$ cat src/rtl/tratador_botao.sv
// rtl/tratador_botao.sv - push-button debouncer and press-duration classifier
module tratador_botao #(
    parameter int DEBOUNCE_P        = 300,
    parameter int SWITCH_MODE_MIN_T = 5000
) (
    input  logic clk,
    input  logic rst,
    input  logic push_button,
    output logic pressionado,
    output logic A,
    output logic B,
    output logic longo
);

    localparam int TD_W = $clog2(DEBOUNCE_P + 1);
    localparam int TP_W = $clog2(SWITCH_MODE_MIN_T + 1);

    localparam logic [TD_W-1:0] TD_ONE  = TD_W'(1);
    localparam logic [TD_W-1:0] TD_LAST = TD_W'(DEBOUNCE_P - 1);
    localparam logic [TP_W-1:0] TP_MAX  = TP_W'(SWITCH_MODE_MIN_T);
    localparam logic [TP_W-1:0] TP_PRE  = TP_W'(SWITCH_MODE_MIN_T - 1);

    typedef enum logic [1:0] {
        INICIAL,
        FILTRO_PRESS,
        CONTANDO,
        FILTRO_SOLTA
    } estado_t;

    estado_t         state_q, state_d;
    logic [TD_W-1:0] td_q, td_d;
    logic [TP_W-1:0] tp_q, tp_d;
    logic            pres_q, pres_d;
    logic            a_q, a_d;
    logic            b_q, b_d;
    logic            longo_q, longo_d;

    logic [TP_W-1:0] tp_sat;
    logic            tp_hit;

    assign tp_sat = (tp_q == TP_MAX) ? tp_q : tp_q + TP_W'(1);
    assign tp_hit = (tp_q == TP_PRE);

    always_ff @(posedge clk) begin
        if (rst) begin
            state_q <= INICIAL;
            td_q    <= '0;
            tp_q    <= '0;
            pres_q  <= 1'b0;
            a_q     <= 1'b0;
            b_q     <= 1'b0;
            longo_q <= 1'b0;
        end else begin
            state_q <= state_d;
            td_q    <= td_d;
            tp_q    <= tp_d;
            pres_q  <= pres_d;
            a_q     <= a_d;
            b_q     <= b_d;
            longo_q <= longo_d;
        end
    end

    always_comb begin
        state_d = state_q;
        td_d    = td_q;
        tp_d    = tp_q;
        pres_d  = pres_q;
        a_d     = 1'b0;
        b_d     = 1'b0;
        longo_d = longo_q;

        case (state_q)
            INICIAL: begin
                td_d = '0;
                tp_d = '0;
                if (push_button) begin
                    state_d = FILTRO_PRESS;
                    td_d    = TD_ONE;
                end
            end

            FILTRO_PRESS: begin
                if (!push_button) begin
                    state_d = INICIAL;
                    td_d    = '0;
                end else if (td_q == TD_LAST) begin
                    state_d = CONTANDO;
                    pres_d  = 1'b1;
                    td_d    = '0;
                    tp_d    = '0;
                end else begin
                    td_d = td_q + TD_W'(1);
                end
            end

            CONTANDO: begin
                tp_d = tp_sat;
                if (tp_hit) begin
                    a_d     = 1'b1;
                    longo_d = 1'b1;
                end
                if (!push_button) begin
                    state_d = FILTRO_SOLTA;
                    td_d    = TD_ONE;
                end
            end

            FILTRO_SOLTA: begin
                // Accepted release takes priority: a press released exactly at the threshold is short.
                if (!push_button && td_q == TD_LAST) begin
                    state_d = INICIAL;
                    pres_d  = 1'b0;
                    td_d    = '0;
                    tp_d    = '0;
                    b_d     = !longo_q;
                    longo_d = 1'b0;
                end else begin
                    tp_d = tp_sat;
                    if (tp_hit) begin
                        a_d     = 1'b1;
                        longo_d = 1'b1;
                    end
                    if (push_button) begin
                        state_d = CONTANDO;
                        td_d    = '0;
                    end else begin
                        td_d = td_q + TD_W'(1);
                    end
                end
            end

            default: begin
                state_d = INICIAL;
                td_d    = '0;
                tp_d    = '0;
            end
        endcase
    end

    assign pressionado = pres_q;
    assign A           = a_q;
    assign B           = b_q;
    assign longo       = longo_q;

endmodule

$ cat config.mk
export PLATFORM = sky130hd
export DESIGN_NAME = tratador_botao
export DESIGN_NICKNAME = d
export VERILOG_FILES = /design/src/rtl/tratador_botao.sv
export SDC_FILE = /design/constraint.sdc
export NUM_CORES = 1
export LEC_CHECK = 0
export CAP_MARGIN = 40
export CORE_MARGIN = 3
export CORE_UTILIZATION = 63
export DETAILED_ROUTE_END_ITERATION = 8
export PLACE_DENSITY = 0.83
export RECOVER_POWER = 25
export SKIP_CTS_REPAIR_TIMING = 1
export SLEW_MARGIN = 20
export SYNTH_ARGS = -nofsm -noshare
export SYNTH_HDL_FRONTEND = slang
export SYNTH_SLANG_ARGS = --single-unit
$ cat constraint.sdc
create_clock -name clk -period 2.55 [get_ports clk]
set_input_delay 0.255 -clock clk [delete_from_list [all_inputs] [get_ports clk]]
set_output_delay 0.255 -clock clk [all_outputs]
set_load 0.01 [all_outputs]
# Word level (Yosys, flattened, before mapping)
# Cells that the tools add are included.
[totals]
mem_count = 0
latch_bits = 0
reg_bits = 28
in_bits = 3
ramBits = 0
wordCells = 63
out_inout_bits = 4
mem_bits_ro = 0
[classes]
bitwise = 2
n_div = 0
n_addsub = 2
n_eq_ne = 13
mux = 29
order_cmp = 0
shift = 0
mul = 0
reduce_logical = 10
[op_table]
columns = ["operator", "count"]
rows = [
  ["$mux W13", 4],
  ["$pmux W13 S4", 1],
  ["$mux W9", 5],
  ["$pmux W9 S4", 1],
  ["$eq A13 B13 Y1 const B", 2],
  ["$add A13 B1 Y13 const B", 1],
  ["$mux W2", 6],
  ["$ne A2 B2 Y1 const B", 5],
  ["$add A9 B1 Y9 const B", 1],
  ["$eq A9 B9 Y1 const B", 1],
  ["$mux W1", 8],
  ["$pmux W2 S4", 1],
  ["$reduce_and A4 Y1", 2],
  ["$ne A3 B3 Y1 const B", 2],
  ["$pmux W1 S2", 3],
  ["$eq A2 B2 Y1 const B", 2],
  ["$reduce_bool A2 Y1", 2],
  ["$reduce_or A3 Y1", 1],
  ["$eq A2 B1 Y1 const B", 1],
  ["$logic_not A1 Y1", 2],
  ["$logic_not A2 Y1", 1],
  ["$not A1 Y1", 2],
  ["$reduce_and A2 Y1", 1],
  ["$logic_and A1 B1 Y1", 1],
]

# Logic depth before layout (Yosys ltp)
[depth]
depth_word = 4
depth_mapped = 8
depth_no_buf = 6

# Least setup slack after synthesis
# No wires, ideal clock.
[synth_path]
path_kind = "register to register"
from = "reg td_q[0]"
to = "reg td_q[7]"
arrival_ps = 1626
setup_ps = 76
n_path_buf = 2
period_less_slack_ps = 1701
path_slack_ps = 849
required_time_ps = 2474
stages_incl_launch_ff = 8
path_cell_list = "dfxtp_1 -> ha_1 -> and4bb_1 -> buf_6 -> and2_4 -> or3_1 -> buf_6 -> a22oi_2"
[synth_between]
elab_chain_cells = 4
elab_cells_between_ends = 8
classes_between = "1 x add/sub; 1 x eq/ne; 5 x mux; 1 x reduce/logical"
[synth_rtl]
columns = ["item", "line", "source"]
rows = [
  ["from (decl)", "31", "logic [TD_W-1:0] td_q, td_d;"],
  ["from (signal assigned)", "55", "td_q <= td_d;"],
  ["$add A9 B1 Y9 / $eq A9 B9 Y1 (equally long branches)", "n/a", ""],
  ["$mux W9 (tied with other cells)", "124", "if (push_button) begin"],
  ["$mux W9, on equally long branches", "111, 84", ""],
  ["$pmux W9 S4 *", "73", "case (state_q)"],
]
# Every way passes the cells marked *; elsewhere a longest branch is shown, timed or not.
# A chain may end at the register's enable or synchronous reset.

# Worst setup path after layout
[layout_path]
from = "reg td_q[0]"
to = "reg td_q[8]"
# The elaborated chain is that of the path after synthesis.

==> key figures <==
Critical path
  • CP arrival: ~2.2 ns
  • CP bufs+invs: 0
  • Slowest cell delay on critical path: between 0.5 and 0.6 ns
  • Data required, critical path: between 2 and 3 ns
  • Worst path cell trace: ha_1 -> and4bb_1 -> and2_0 -> or3_1 -> a22oi_2
  • Largest delay share family, worst path: simple AND/OR/NAND/NOR gates
  • CP endpoint kind: register
  • CP startpoint kind: register
  • Critical-path maximum fanout: 8
  • CP Class: reg -> reg
  • CP max stage cell: or3_1

Finish
  • Antenna Cells: 0
  • Synthesis-to-finish area growth: 4.35%
  • Final net count: around 180
  • Share of cells above drive strength 1: between 5 and 6%

Synthesis
  • EDFF count, synth: 0
  • Post-Synth Adder-Cell Area: 2.46%
  • Post-Syn Instances: 174
  • Synth area leader: dfxtp_1
  • Syn Area/Cell: between 8 and 9 um2
  • Synth top area cells: dfxtp_1 37%, a21oi_1 4.9%, nand4_1 3.3%
  • YS warnings: 0
  • Sequential share of the synthesized area: ~37%
  • Asr flop ratio synth: 0%
  • Mux contribution to synthesized area: ~2.6%
  • Largest family of logic cells by synthesized area: simple AND/OR/NAND/NOR gates
  • Post-Synth Simple-Gate Area: between 20% and 30%
  • Yosys cell types: 48
  • Post-synthesis compound-gate area fraction: a little over a fifth
  • Synth Cell Area: 1520 um2
  • #FFs+latches synth: 28
  • Share of the synthesized area in the top cell type: a little under two fifths
  • Post-Synth XOR/XNOR Area: about 3.4%
  • Syn Nets: between 150 and 200
  • Primary FF master, synth: dfxtp_1

Floorplan
  • Die Footprint: 3050 um2
  • Die width: 55.2 um
  • Initial Util: around 68%
  • Core area: between 2000 and 2500 um2
  • Chip height: about 55 um
  • Core Rows: 17
  • Ports: 7

Drt
  • Routed vias: around 1,300
  • ANT nets after route: 0
  • DRC Markers: 0
  • Routed length per instance: between 10 and 15 um
  • WL final: between 2000 and 3000 um
  • Iter 0 DRT Violations: a little under 70
  • Vias per inst: 6.55
  • DR pass1 iterations: 4

Global routing
  • Largest net degree at the start of global routing: 21
  • Overflow after GRT: 0
  • Initial antenna violation count: 0
  • Vias in the first global route: approximately 1,200
  • GR Util All Layers: roughly 23%
  • First-pass GRT wire length: 5110 um

Clocking
  • Num CTS Buffers: 3
  • CTS clock-pin slew for the worst setup and hold paths: between 0.1 and 0.15 ns
  • Clock Path Buffers: 2
  • H-tree depth: 1
  • Sink Count: 28
  • Worst-Skew Late Latency: 0.31 ns
  • CTS root buffer: clkbuf_4
  • CTS tree: yes

Timing
  • Period utilisation layout: between 70% and 80%
  • Setup TNS Final: 0 ns
  • Max-slew violation count: 0
  • RSZ-0062 raised after global routing: false
  • Clock Skew: approximately 0.0068 ns
  • Worst-margin pin slew: between 0.6 and 0.7 ns
  • Worst setup margin: ~0.57 ns
  • Final Setup Violations: 0
  • Min Tclk post-route: 1.98 ns
  • Fin. Hold Viols: 0
  • Slew headroom: a little under 60%
  • F_max: just over 500 MHz

Power
  • Final Total Pwr: 640 uW
  • Clk pwr share: 26.5%
  • Sw frac: a little over a fifth
  • Register share of total power: approximately 70%
  • Internal: roughly 500 uW
  • NetSw: approximately 130 uW
  • Pwr/cell area: ~400 nW/um2
  • Static Leakage: around 0.00055 uW
  • Combinational share of power: under 10%
  • Worst VDD drop: approximately 0.00033 V

Placement
  • Dpl hpwl: ~2100 um
  • Final Wtd Congestion: just over 0.8
  • Buffers on Ports: 6
  • Place WS: around 0.50 ns

Min path
  • Hold Path Class: reg -> reg

Outcome
  • Outcome: finished clean

Flow run
  • Total of max-cap violations: 0
Yosys cell counts, drive strengths merged, types with 2 or more instances:
cell type and instances:
a31oi 7, inv 5, clkbuf 3, ha 3, nand4 8, nand3 6, o21ai 9, nand2 12
a21oi 15, nor4b 3, nand3b 2, a22oi 3, and4 2, nand2b 5, or3 6, nor2b 4
xor2 5, a32o 2, a311oi 2, dfxtp 28, buf 9, mux2i 4, and2 2, nor2 5
and3 5, nor3b 2
final cells by class:
| cell class | count | area (um2) |
|---|---|---|
| multi-input combinational | 129 | 871 |
| fill | 193 | 664 |
| sequential | 28 | 561 |
| timing repair buffer | 9 | 82.6 |
| tap | 28 | 35.0 |
| clock buffer | 3 | 22.5 |
| inverter | 5 | 18.8 |
power by group through the flow:
stage          Sequential, uW  Clock, uW  Combinational, uW
2_1_floorplan             450          0               21.3
3_3_place_gp              452          0               26.0
3_5_place_dp              452          0               26.9
4_1_cts                   443        180               27.1
5_1_grt                   444        198               30.2
6_report                  443        169               27.5
placed cells by master, fill, tap and decap left out, types with 3 or more instances in the layout:
master,Yosys,routed
inv_1,5,5
o21ai_0,6,6
mux2i_1,4,4
ha_1,3,3
o21ai_1,3,3
xor2_1,5,5
nor4b_1,3,3
dfxtp_1,28,28
nand2b_1,5,5
dlygate4sd3_1,0,4
a31oi_1,7,7
clkbuf_4,0,3
nand2_1,12,12
nand3_1,6,6
nand4_1,8,8
and3_1,5,5
a21oi_1,15,15
buf_4,1,3
or3_1,6,6
nor2_1,5,5
nor2b_1,4,4
routing by layer:
layer,track usage (%),share of wire (%)
met5,0,0
met4,7.29,1.2
met3,5.09,4.5
met2,36.8,45
met1,29.9,49
metrics by stage:
stage	utilization, %	area [um2]	instances	hold WS (ns)
2_1_floorplan	-	1520	174	0.439
3_3_place_gp	69.6	1570	199	0.450
3_5_place_dp	69.6	1570	199	0.454
4_1_cts	70.6	1590	202	0.473
5_1_grt	70.5	1590	202	0.481
6_report	70.5	1590	202	0.469
worst paths after layout:
check	from	to	slack, ns	cells after the start
min	tp_q[9]	tp_q[9]	0.47	1
max reg2reg	td_q[0]	td_q[8]	0.57	5
min reg2reg	tp_q[9]	tp_q[9]	0.47	1
max	td_q[0]	td_q[8]	0.57	5
sequential cells by signal, indices dropped and copies added (netlist names):
signal / cells
A: 1
td_q: 9
tp_q: 13
longo: 1
B: 1
state_q: 2
pressionado: 1
logic make-up after synthesis:
| family | count (synthesis) |
|---|---|
| AOI/OAI and AO/OA | 48 |
| buffers and inverters | 17 |
| xor gates and xnor gates | 6 |
| and+or+nand+nor | 68 |
| adders and majority gates | 3 |
| DFF | 28 |
| muxes | 4 |
(Power assumes the default switching activity.)
